[src/rtl/compositor_pkg.sv]
// Shared helpers for the layer compositor: colour constants sized to the pixel
// width, the layer-index width helper and the per-pixel opacity rule.
package compositor_pkg;

    // Widest pixel the helpers handle; callers zero-extend narrower pixels.
    localparam int unsigned MAX_COLOR_W = 32;

    typedef logic [MAX_COLOR_W-1:0] color_t;

    // All-ones within a w-bit colour field (white), zero above it.
    function automatic color_t color_white(int unsigned w);
        return {MAX_COLOR_W{1'b1}} >> (MAX_COLOR_W - w);
    endfunction

    // All-zeros within a w-bit colour field (black).
    function automatic color_t color_black(int unsigned w);
        return {MAX_COLOR_W{1'b0}} & color_white(w);
    endfunction

    // Bits needed to index n layers (at least one bit).
    function automatic int unsigned layer_idx_w(int unsigned n);
        return (n > 1) ? $clog2(n) : 1;
    endfunction

    // Black and white are the transparent keys; a disabled layer is never opaque.
    function automatic logic opaque(logic en, color_t pix, int unsigned w);
        color_t field;
        field = pix & color_white(w);
        return en && (field != color_black(w)) && (field != color_white(w));
    endfunction

endpackage

[src/rtl/pix_opaque.sv]
// One compositor layer's first pipeline stage: registered opacity flag and
// the matching one-cycle delay of the pixel data.
module pix_opaque
    import compositor_pkg::*;
#(
    parameter int unsigned COLOR_W = 12
) (
    input  logic               clk,
    input  logic               rst_n,
    input  logic               en,
    input  logic [COLOR_W-1:0] pix,
    output logic               opq,
    output logic [COLOR_W-1:0] pix_q
);

    color_t pix_ext;

    // Zero-extend the pixel to the width the package helpers work on.
    always_comb begin
        pix_ext              = '0;
        pix_ext[COLOR_W-1:0] = pix;
    end

    // Register the opacity decision alongside the pixel it belongs to.
    // NOTE: non-blocking assignments keep every flop sampling pre-edge values.
    always_ff @(posedge clk or negedge rst_n) begin
        if (!rst_n) begin
            opq   <= 1'b0;
            pix_q <= '0;
        end else begin
            opq   <= opaque(en, pix_ext, COLOR_W);
            pix_q <= pix;
        end
    end

endmodule

[src/rtl/layer_compositor.sv]
// N-layer priority pixel compositor with a frame-synchronised full-screen
// overlay and per-frame layer-0/layer-1 overlap reporting.
// Optional feature: define OVERLAY_BLINK_EN to blink the overlay with a
// half-period of BLINK_FRAMES frames; otherwise the overlay is steady.
module layer_compositor
    import compositor_pkg::*;
#(
    parameter int unsigned NUM_LAYERS   = 3,
    parameter int unsigned COLOR_W      = 12,
    parameter int unsigned BLINK_FRAMES = 30
) (
    input  logic                          clk,
    input  logic                          rst_n,
    input  logic                          video_on,
    input  logic                          frame_start,
    input  logic [NUM_LAYERS*COLOR_W-1:0] layer_pix,
    input  logic [NUM_LAYERS-1:0]         layer_en,
    input  logic [COLOR_W-1:0]            overlay_pix,
    input  logic                          overlay_set,
    input  logic                          overlay_clr,
    output logic [COLOR_W-1:0]            vga_out,
    output logic [$clog2(NUM_LAYERS)-1:0] layer_sel,
    output logic                          overlay_act,
    output logic                          collision
);

    localparam int unsigned SEL_W = layer_idx_w(NUM_LAYERS);

    logic [NUM_LAYERS-1:0]         opq_q;
    logic [NUM_LAYERS*COLOR_W-1:0] pix_q;
    logic                          vid_q;
    logic [COLOR_W-1:0]            ovl_pix_q;
    logic                          ovl_pend;
    logic                          ovl_show;
    logic                          overlap_flag;
    logic                          overlap_hit;
    logic [SEL_W-1:0]              sel_idx;
    logic [COLOR_W-1:0]            sel_pix;

    // Stage 1 per layer; the background layer is forced enabled.
    for (genvar k = 0; k < NUM_LAYERS; k++) begin : g_layer
        pix_opaque #(.COLOR_W(COLOR_W)) u_opq (
            .clk   (clk),
            .rst_n (rst_n),
            .en    (layer_en[k] || (k == NUM_LAYERS - 1)),
            .pix   (layer_pix[k*COLOR_W +: COLOR_W]),
            .opq   (opq_q[k]),
            .pix_q (pix_q[k*COLOR_W +: COLOR_W])
        );
    end

    // Stage 1 for the signals shared by all layers.
    always_ff @(posedge clk or negedge rst_n) begin
        if (!rst_n) begin
            vid_q     <= 1'b0;
            ovl_pix_q <= '0;
        end else begin
            vid_q     <= video_on;
            ovl_pix_q <= overlay_pix;
        end
    end

    // Pending overlay request (clear beats set) and its frame-aligned apply.
    always_ff @(posedge clk or negedge rst_n) begin
        if (!rst_n) begin
            ovl_pend    <= 1'b0;
            overlay_act <= 1'b0;
        end else begin
            if (overlay_clr)      ovl_pend <= 1'b0;
            else if (overlay_set) ovl_pend <= 1'b1;
            if (frame_start)      overlay_act <= ovl_pend;
        end
    end

`ifdef OVERLAY_BLINK_EN
    localparam int unsigned CNT_W = layer_idx_w(2 * BLINK_FRAMES);

    logic [CNT_W-1:0] blink_cnt;

    // Count frames since the overlay came on, wrapping every full blink period.
    always_ff @(posedge clk or negedge rst_n) begin
        if (!rst_n) begin
            blink_cnt <= '0;
        end else if (frame_start) begin
            if (overlay_act && ovl_pend)
                blink_cnt <= (blink_cnt == CNT_W'(2 * BLINK_FRAMES - 1)) ? '0 : blink_cnt + 1'b1;
            else
                blink_cnt <= '0;
        end
    end

    assign ovl_show = overlay_act && (blink_cnt < CNT_W'(BLINK_FRAMES));
`else
    assign ovl_show = overlay_act;
`endif

    // Lowest-index opaque layer wins; with none opaque the background falls through.
    // NOTE: every output of this block gets a default first, so no latch is inferred.
    always_comb begin
        sel_idx = SEL_W'(NUM_LAYERS - 1);
        sel_pix = pix_q[(NUM_LAYERS-1)*COLOR_W +: COLOR_W];
        for (int i = NUM_LAYERS - 1; i >= 0; i--) begin
            if (opq_q[i]) begin
                sel_idx = SEL_W'(i);
                sel_pix = pix_q[i*COLOR_W +: COLOR_W];
            end
        end
    end

    // Stage 2: blank outside the active area, overlay over everything when shown.
    always_ff @(posedge clk or negedge rst_n) begin
        if (!rst_n) begin
            vga_out   <= '0;
            layer_sel <= '0;
        end else if (!vid_q) begin
            vga_out   <= '0;
            layer_sel <= '0;
        end else if (ovl_show) begin
            vga_out   <= ovl_pix_q;
            layer_sel <= '0;
        end else begin
            vga_out   <= sel_pix;
            layer_sel <= sel_idx;
        end
    end

    assign overlap_hit = vid_q && opq_q[0] && opq_q[1];

    // Sticky per-frame overlap; reported and restarted at each frame start.
    always_ff @(posedge clk or negedge rst_n) begin
        if (!rst_n) begin
            overlap_flag <= 1'b0;
            collision    <= 1'b0;
        end else if (frame_start) begin
            collision    <= overlap_flag;
            overlap_flag <= overlap_hit;
        end else begin
            collision    <= 1'b0;
            overlap_flag <= overlap_flag || overlap_hit;
        end
    end

endmodule

[config.mk]
export PLATFORM = sky130hd
export DESIGN_NAME = layer_compositor
export DESIGN_NICKNAME = d
export VERILOG_FILES = /design/src/rtl/compositor_pkg.sv /design/src/rtl/pix_opaque.sv /design/src/rtl/layer_compositor.sv
export SDC_FILE = /design/constraint.sdc
export NUM_CORES = 1
export LEC_CHECK = 0
export BUFFER_PORTS_ARGS = -buffer_cell sky130_fd_sc_hd__buf_2
export CELL_PAD_IN_SITES_DETAIL_PLACEMENT = 1
export CELL_PAD_IN_SITES_GLOBAL_PLACEMENT = 2
export CORE_MARGIN = 5
export CORE_UTILIZATION = 38
export CTS_BUF_LIST = sky130_fd_sc_hd__clkbuf_4
export DETAILED_ROUTE_END_ITERATION = 8
export GPL_TIMING_DRIVEN = 0
export PLACE_DENSITY_LB_ADDON = 0.1
export SYNTH_ARGS = -nofsm -noshare
export SYNTH_HDL_FRONTEND = slang
export SYNTH_SLANG_ARGS = --single-unit
[constraint.sdc]
create_clock -name clk -period 3.2 [get_ports clk]
set_clock_uncertainty 0.1 [all_clocks]
set_input_delay 0.32 -clock clk [delete_from_list [all_inputs] [get_ports clk]]
set_output_delay 0.32 -clock clk [all_outputs]
set_load 0.005 [all_outputs]
# Yosys cells after proc, flatten, opt, wreduce, memory -nomap -nowiden
# Cells that the tools add are included.
[op_classes]
addsub = 0
mul = 0
div_mod_pow = 0
order_cmp = 0
eq_ne = 2
n_shift = 0
n_mux = 12
bitwise = 0
n_reduce_logical = 10
[ops]
columns = ["operator", "count"]
rows = [
  ["32-bit nonzero test", 2],
  ["12-bit two-way mux", 4],
  ["12-bit inequality test (second input constant)", 2],
  ["2-bit two-way mux", 4],
  ["1-bit logical AND", 6],
  ["1-bit two-way mux", 4],
  ["2-bit nonzero test", 1],
  ["1-bit logical OR", 1],
]
[word_totals]
regBits = 69
latch_bits = 0
ramBits = 0
rom_bits = 0
inputBits = 57
out_inout_bits = 16
word_cells = 37
mem_count = 0

# Depth between registers and ports, before layout
# Gate-level depths: netlist of the first run.
[logic_depth]
depth_word = 4
depth_mapped = 5
ltp_nobuf = 3

# Modules after synthesis
# From an unflattened synthesis of the first run, not the netlist that was laid out.
[unflattened]
cells_unflattened = 167
hier_area_um2 = 2439.8
[by_module_without_submodules]
columns = ["mod", "n_inst", "cells_each", "area_each_um2"]
rows = [
  ["layer_compositor", 1, 101, 1298.7],
  ["pix_opaque", 3, 22, 380.4],
]

# Worst setup path after synthesis of the first run
# Ideal clock, no wire load.
[synth_path]
path_kind = "reg2reg"
from = "register g_layer[1].u_opq.opq"
to = "register vga_out[3]"
setup_ns = 0.131
arrival_ns = 1.072
required_ns = 2.969
slack_ns = 1.897
stages_incl_launch_ff = 6
path_buffers = 2
period_less_slack_ns = 1.303
path_cell_list = "dfrtp_1 > buf_6 > buf_12 > mux2_4 > mux2i_1 > o21ai_1"
[synth_via]
elab_chain_cells = 4
[synth_lines]
columns = ["item", "line", "text"]
rows = [
  ["start, declared", "pix_opaque.sv:12", "output logic opq,"],
  ["start signal, assigned", "pix_opaque.sv:31", "opq <= opaque(en, pix_ext, COLOR_W);"],
  ["12-bit two-way mux (2 in a row)", "layer_compositor.sv:103", "if (opq_q[i]) begin"],
  ["12-bit two-way mux", "layer_compositor.sv:118", "end else if (ovl_show) begin"],
  ["12-bit two-way mux", "layer_compositor.sv:115", "end else if (!vid_q) begin"],
  ["end signal, assigned", "layer_compositor.sv:119", "vga_out <= ovl_pix_q;"],
  ["end signal, assigned", "layer_compositor.sv:122", "vga_out <= sel_pix;"],
  ["end, declared", "layer_compositor.sv:21", "output logic [COLOR_W-1:0] vga_out,"],
]
# No other way between the ends.
# A chain may end at the register's enable or synchronous reset.

# Worst setup path after layout of the first run
[layout_path]
from = "register overlay_act"
to = "output port overlay_act"
[layout_lines]
columns = ["item", "line", "text"]
rows = [
  ["start, declared", "layer_compositor.sv:23", "output logic overlay_act,"],
  ["start signal, assigned", "layer_compositor.sv:71", "if (frame_start) overlay_act <= ovl_pend;"],
]
# No word-level cell between the ends.

==> results of run 1 <==
==> path summary, 6_finish.rpt <==
path	start	to	slack [ps]	cells after the start
max	overlay_act$_DFFE_PN0P_	overlay_act	1710	1
min in group asynchronous	rst_n	g_layer[2].u_opq.pix_q[11]$_DFF_PN0_	400	2
max in group asynchronous	rst_n	ovl_pix_q[9]$_DFF_PN0_	1960	3
max reg2reg	g_layer[1].u_opq.opq$_DFF_PN0_	vga_out[4]$_DFF_PN0_	1720	5
min reg2reg	overlap_flag$_DFF_PN0_	collision$_DFF_PN0_	410	1
min	layer_en[0]	g_layer[0].u_opq.opq$_DFF_PN0_	40	3
==> routing by layer <==
layer  track usage  vias to the layer above  routed length (um)
met4       0.05769                        0                  78
met5             0                        -                   0
met1        0.1855                      835                2290
met2        0.3050                       51                3172
li1              -                      818                   -
met3       0.06611                        9                 376
==> cells by family after synthesis <==
| family | Yosys count | share of synthesized area |
|---|---|---|
| compound gates | 15 | 0.03399 |
| flops | 69 | 0.7329 |
| mux | 25 | 0.1243 |
| buf+inv | 8 | 0.02496 |
| simple gates | 36 | 0.08391 |
==> state kept, by name, indices dropped and copies added, names as in the netlist <==
name and cells:
g_layer.u_opq.pix_q 36, ovl_pix_q 12, collision 1, overlay_act 1, g_layer.u_opq.opq 2, overlap_flag 1
layer_sel 2, ovl_pend 1, vid_q 1, vga_out 12
==> Yosys cell counts <==
cell type  instances
inv_1              1
buf_4              1
nand2b_1           1
mux2i_1           12
mux2_4             7
nor4_1             6
o21ai_0            6
o31ai_1            2
buf_2              1
o21ai_1            7
nor2_1             4
nand4_1            6
clkbuf_1           3
and2_1             1
mux2_2             6
buf_6              1
nand3_1           13
nand2_1            1
nor3_1             1
dfrtp_1           69
buf_12             1
nor4b_1            1
and3_1             2
==> power by group through the flow <==
stage,logic (W),registers (W),clock network (W)
3_5_place_dp,0.000166,0.000962,0
4_1_cts,0.000216,0.000945,0.000660
2_1_floorplan,0.0000646,0.000959,0
6_report,0.000215,0.000944,0.000634
5_1_grt,0.000240,0.000950,0.000700
3_3_place_gp,0.000158,0.000958,0
==> area by class of cell <==
cell class              count  area [um^2]
fillers                   601         2460
flip-flops and latches     69         1727
repair buffers            126        915.9
multi-input cells          76        570.5
clock inverters             7        97.59
well taps                  75        93.84
clock buffers               9        67.56
plain buffers               7        55.05
inverters                   1        3.754
==> per-stage QoR <==
| stage | area [um^2] | instances | utilization |
|---|---|---|---|
| finish | 3531 | 370 | 0.5894 |
| global route | 3531 | 370 | 0.5894 |
| CTS | 3521 | 369 | 0.5877 |
| detailed placement | 2825 | 300 | 0.4716 |
| global placement | 2805 | 299 | 0.4683 |
| floorplan | 2356 | 153 | - |
==> what timing repair did <==
item | in CTS | in global routing
buffers inserted | 0 | 0
hold buffers | 53 | 1
endpoints found under the hold margin | 82 | 1
resized for setup | 0 | 0
==> metrics, run 1 <==
cell family with most CP delay=flip-flops; sequential power share=0.526; initial antenna violation count=0; Distinct cells, synth=23; Lkg Pwr=1.696 nW; worst min path class=in -> reg; vias in the first global route=1987; CP required=2780 ps; Initial Utilization=0.3933; CP startpoint kind=register; CP max-delay cell=dfrtp_1; Power Density=about 510 nW/um^2; Final HPWL DP=3933 um; CTS Root Cell=clkbuf_4; GPL Wtd Cong=0.7337; Worst Path Arrival=approximately 1100 ps; Port Buffers=around 70; RSZ-0062 raised after global routing=no; commonest cells after routing, fill and taps aside=buf_2 (72), dfrtp_1 (69), dlygate4sd3_1 (54); Die Area=roughly 7900 um^2; GRT Util Overall=0.1712; # diodes=0; Post-Route WL=5917 um; clock power share=0.354; post-synth top area share=0.7329; Vias per Instance=4.630; Final Critical Period=1485 ps; IO Pins=73; area delta synth->final=49.87%; WHS=39.98 ps; final setup margin=1715 ps; Switching Power=0.0004263 W; Least-Margin Pin Slew=699.1 ps; syn_area_per_cell=15.40 um^2; Core ar.=~6000 um^2; CTS sink count=69; WP buf/inv=1; CTS Buf Count=9; register area share after synthesis=0.7329; peak supply drop=0.0004772 V; Fmax achieved=approximately 0.67 GHz; clock buffer depth=2; most common cell after layout, fill and taps aside=buf_2; DR iter-0 viols=26; nets=347; Clk Latency, worst-skew pair=between 400 and 500 ps; Die W=between 80 and 90 um; largest cells by area after synthesis=dfrtp_1 (73%), mux2i_1 (5.1%), mux2_4 (4.5%), mux2_2 (2.9%), nand3_1 (2.8%); DRT Pass-1 Iters=3; Warnings, synthesis=0; count of final setup violators=0; CTS tree=built; row count=28; Syn Inst Count=153; die height=88.74 um; Int Pwr=0.001367 W; DR WL/cell=15.99 um; Syn Nets=210; Yosys reg bits=69; total grt overflow=0; endpoint class of the critical path=output pin; max_cap viols=0; vias=1713; Power Total=around 0.0018 W; Critical Setup Path Class=reg -> out; setup TNS=0 ps; layout cell share with drive strength beyond 1=0.3525; fin crit share=0.4642; cells along the critical path=buf_2; CP peak stage delay=around 500 ps; Fin. Hold Viols=0; # DRC=0; Switching Fraction=0.2377; htree depth=3; Post-Place Setup Slack=1743 ps; Synth area leader=dfrtp_1; outcome=finished, final reports clean; clock-pin slew on the worst setup and hold paths=110 ps; Mapped Area=2356 um^2; first-pass GRT wire length=slightly below 10000 um; Combinational Power Share=0.120; antenna viol nets, final=0; Slew headroom=0.5340; crit path max fanout=8; Final Slew Violations=0; largest net degree at the start of global routing=40
(Power assumes the default switching activity.)
==> run 2, diff against run 1 <==
--- a/config.mk
+++ b/config.mk
@@ -9,7 +9,7 @@
 export CELL_PAD_IN_SITES_DETAIL_PLACEMENT = 1
 export CELL_PAD_IN_SITES_GLOBAL_PLACEMENT = 2
 export CORE_MARGIN = 5
-export CORE_UTILIZATION = 38
+export CORE_UTILIZATION = 32
 export CTS_BUF_LIST = sky130_fd_sc_hd__clkbuf_4
 export DETAILED_ROUTE_END_ITERATION = 8
 export GPL_TIMING_DRIVEN = 0
==> constraint.sdc (replaced) <==
create_clock -name clk -period 1.2 [get_ports clk]
set_clock_uncertainty 0.1 [all_clocks]
set_input_delay 0.12 -clock clk [delete_from_list [all_inputs] [get_ports clk]]
set_output_delay 0.12 -clock clk [all_outputs]
set_load 0.005 [all_outputs]
==> run 2 against run 1 <==
The flow now finishes with violations (setup timing). Final cell count increased by 7.0%. Via count rose by 0.82%. Non-clock buffer count rose by 2. Critical path type is now reg -> reg. Largest power group unchanged. Highest routed layer unchanged.
==> metrics, run 2 (same netlist as run 1, synthesis figures left out) <==
vias=1727; row count=31; area post-placement=2838 um^2; WP buf/inv=1; final std cells w/o fill=just under 400; clock buffer depth=2; Critical Setup Path Class=reg -> reg; Die W=95.81 um; cell family with most CP delay=multiplexers; DR WL/cell=roughly 15 um; # DRC=0; biggest regs=g_layer.u_opq.pix_q: 36 flops, ovl_pix_q: 12 flops, vga_out: 12 flops; Power Total=0.004317 W; Post-Place Setup Slack=-280.3 ps; worst setup path endpoint=vga_out[3]$_DFF_PN0_; Final HPWL DP=3924 um; Hold Path Origin=layer_pix[1]; CP Launch Point=g_layer[1].u_opq.opq$_DFF_PN0_; antenna viol nets, final=0; vias in the first global route=1933; DRT Pass-1 Iters=3; largest net degree at the start of global routing=70; Biggest register=g_layer.u_opq.pix_q; first-pass GRT wire length=9384 um; clock-pin slew on the worst setup and hold paths=100 ps; Port Buffers=71; peak supply drop=0.0005835 V; DR iter-0 viols=14; CTS Root Cell=clkbuf_4; count of final setup violators=14; failing checks=setup timing; GRT Util Overall=0.1386; Clk Latency, worst-skew pair=380 ps; GPL Wtd Cong=roughly 0.75; die height=95.81 um; Slew headroom=0.5975; WP depth=4; layout cell share with drive strength beyond 1=0.3805; Core ar.=7214 um^2; Worst Path Arrival=1550 ps; Die Area=9179 um^2; Post-Route WL=approximately 5800 um; CP max-delay cell=dfrtp_2; htree depth=3; nets=349; Inst Count DP=323; Fmax achieved=a little over 0.7 GHz; flop-to-flop setup slack=-180 ps; design area=about 3600 um^2; most common cell after layout, fill and taps aside=buf_2; total grt overflow=0; CTS Buf Count=9; cells along the critical path=buf_12 -> mux2_4 -> mux2i_2 -> o21ai_1; Initial Utilization=0.3266; fin crit share=1.153; R2R depth=4; crit path max fanout=8; Power Density=1211 nW/um^2; commonest cells after routing, fill and taps aside=buf_2 (70), dfrtp_1 (68), dlygate4sd3_1 (55); Lkg Pwr=1.693 nW; reg2reg end=vga_out[3]$_DFF_PN0_; Final Critical Period=roughly 1400 ps; CP startpoint kind=register; CP required=around 1400 ps; worst min path class=in -> reg; max reg flops=36; Vias per Instance=4.361; Fin. Hold Viols=0; IO Pins=73; # diodes=0; outcome=finished with violations; Filler cells=791; RSZ-0062 raised after global routing=yes; storage element area=1728 um^2; R2R Path Start=g_layer[1].u_opq.opq$_DFF_PN0_; Least-Margin Pin Slew=603.8 ps; multi-input logic area=611.8 um^2; setup TNS=-1751 ps; max_cap viols=0; endpoint class of the critical path=register; CTS tree=built; area delta synth->final=51.30%; initial antenna violation count=0; CTS sink count=69; Final Slew Violations=0; CP peak stage delay=450 ps; final setup margin=-183.6 ps
## run 2: cell count changes in the layout (fill, tap and decap cells not counted), moves of 4 or more
cell / change
o21ai_1: +5
mux2i_2: +4
o21ai_0: -5
mux2i_1: -4
clkbuf_4: +4
## run 2: tightest hold or removal path, stage by stage
cell	delay [ps]
buf_2	110
nand4_1	90
o31ai_1	80
nor2_1	80
## run 2: how the worst min path moves through the flow
stage                                          end  slack (ps)  cells after the start
6_report            g_layer[0].u_opq.opq$_DFF_PN0_          30                      4
5_1_grt             g_layer[0].u_opq.opq$_DFF_PN0_          40                      4
4_1_cts             g_layer[0].u_opq.opq$_DFF_PN0_          20                      4
3_5_place_dp                ovl_pix_q[6]$_DFF_PN0_         130                      1
3_3_place_gp   g_layer[2].u_opq.pix_q[8]$_DFF_PN0_         130                      1
2_1_floorplan                  collision$_DFF_PN0_        -280                      0
## run 2: timing repair
item	CTS	global route
buffers inserted	3	0
pin swaps	2	4
hold buffers	55	0
setup endpoints to repair	15	15
resized for setup	10	13
endpoints found under the hold margin	124	0
## run 2: where the power goes
group          total, W  internal, W  switching [W]
Clock           0.00121     0.000472       0.000733
Sequential      0.00252      0.00246      0.0000538
Combinational  0.000594     0.000343       0.000251
## run 2: metrics by stage
step                hold slack, ps  utilization
finish                       27.00       0.4941
global placement             128.9       0.3930
CTS                          17.60       0.4892
floorplan                   -275.6            -
detailed placement           129.7       0.3933
global route                 38.40       0.4941
## run 2: layout make-up
cell class,count,share of cell area
clock buffers,12,0.02527
inverters,1,0.001053
flip-flops and latches,69,0.4847
plain buffers,6,0.01509
clock inverters,4,0.004212
repair buffers,129,0.2633
multi-input cells,76,0.1716
well taps,99,0.03475
## run 2: routing by layer
| layer | share of wire | global-route usage | wire length [um] | vias to the layer above |
|---|---|---|---|---|
| met1 | 0.41 | 0.1598 | 2359 | 853 |
| met2 | 0.53 | 0.2391 | 3047 | 45 |
| met3 | 0.051 | 0.03753 | 294 | 7 |
| met5 | 0 | 0 | 0 | - |
| li1 | - | - | - | 822 |
| met4 | 0.014 | 0.06398 | 81 | 0 |
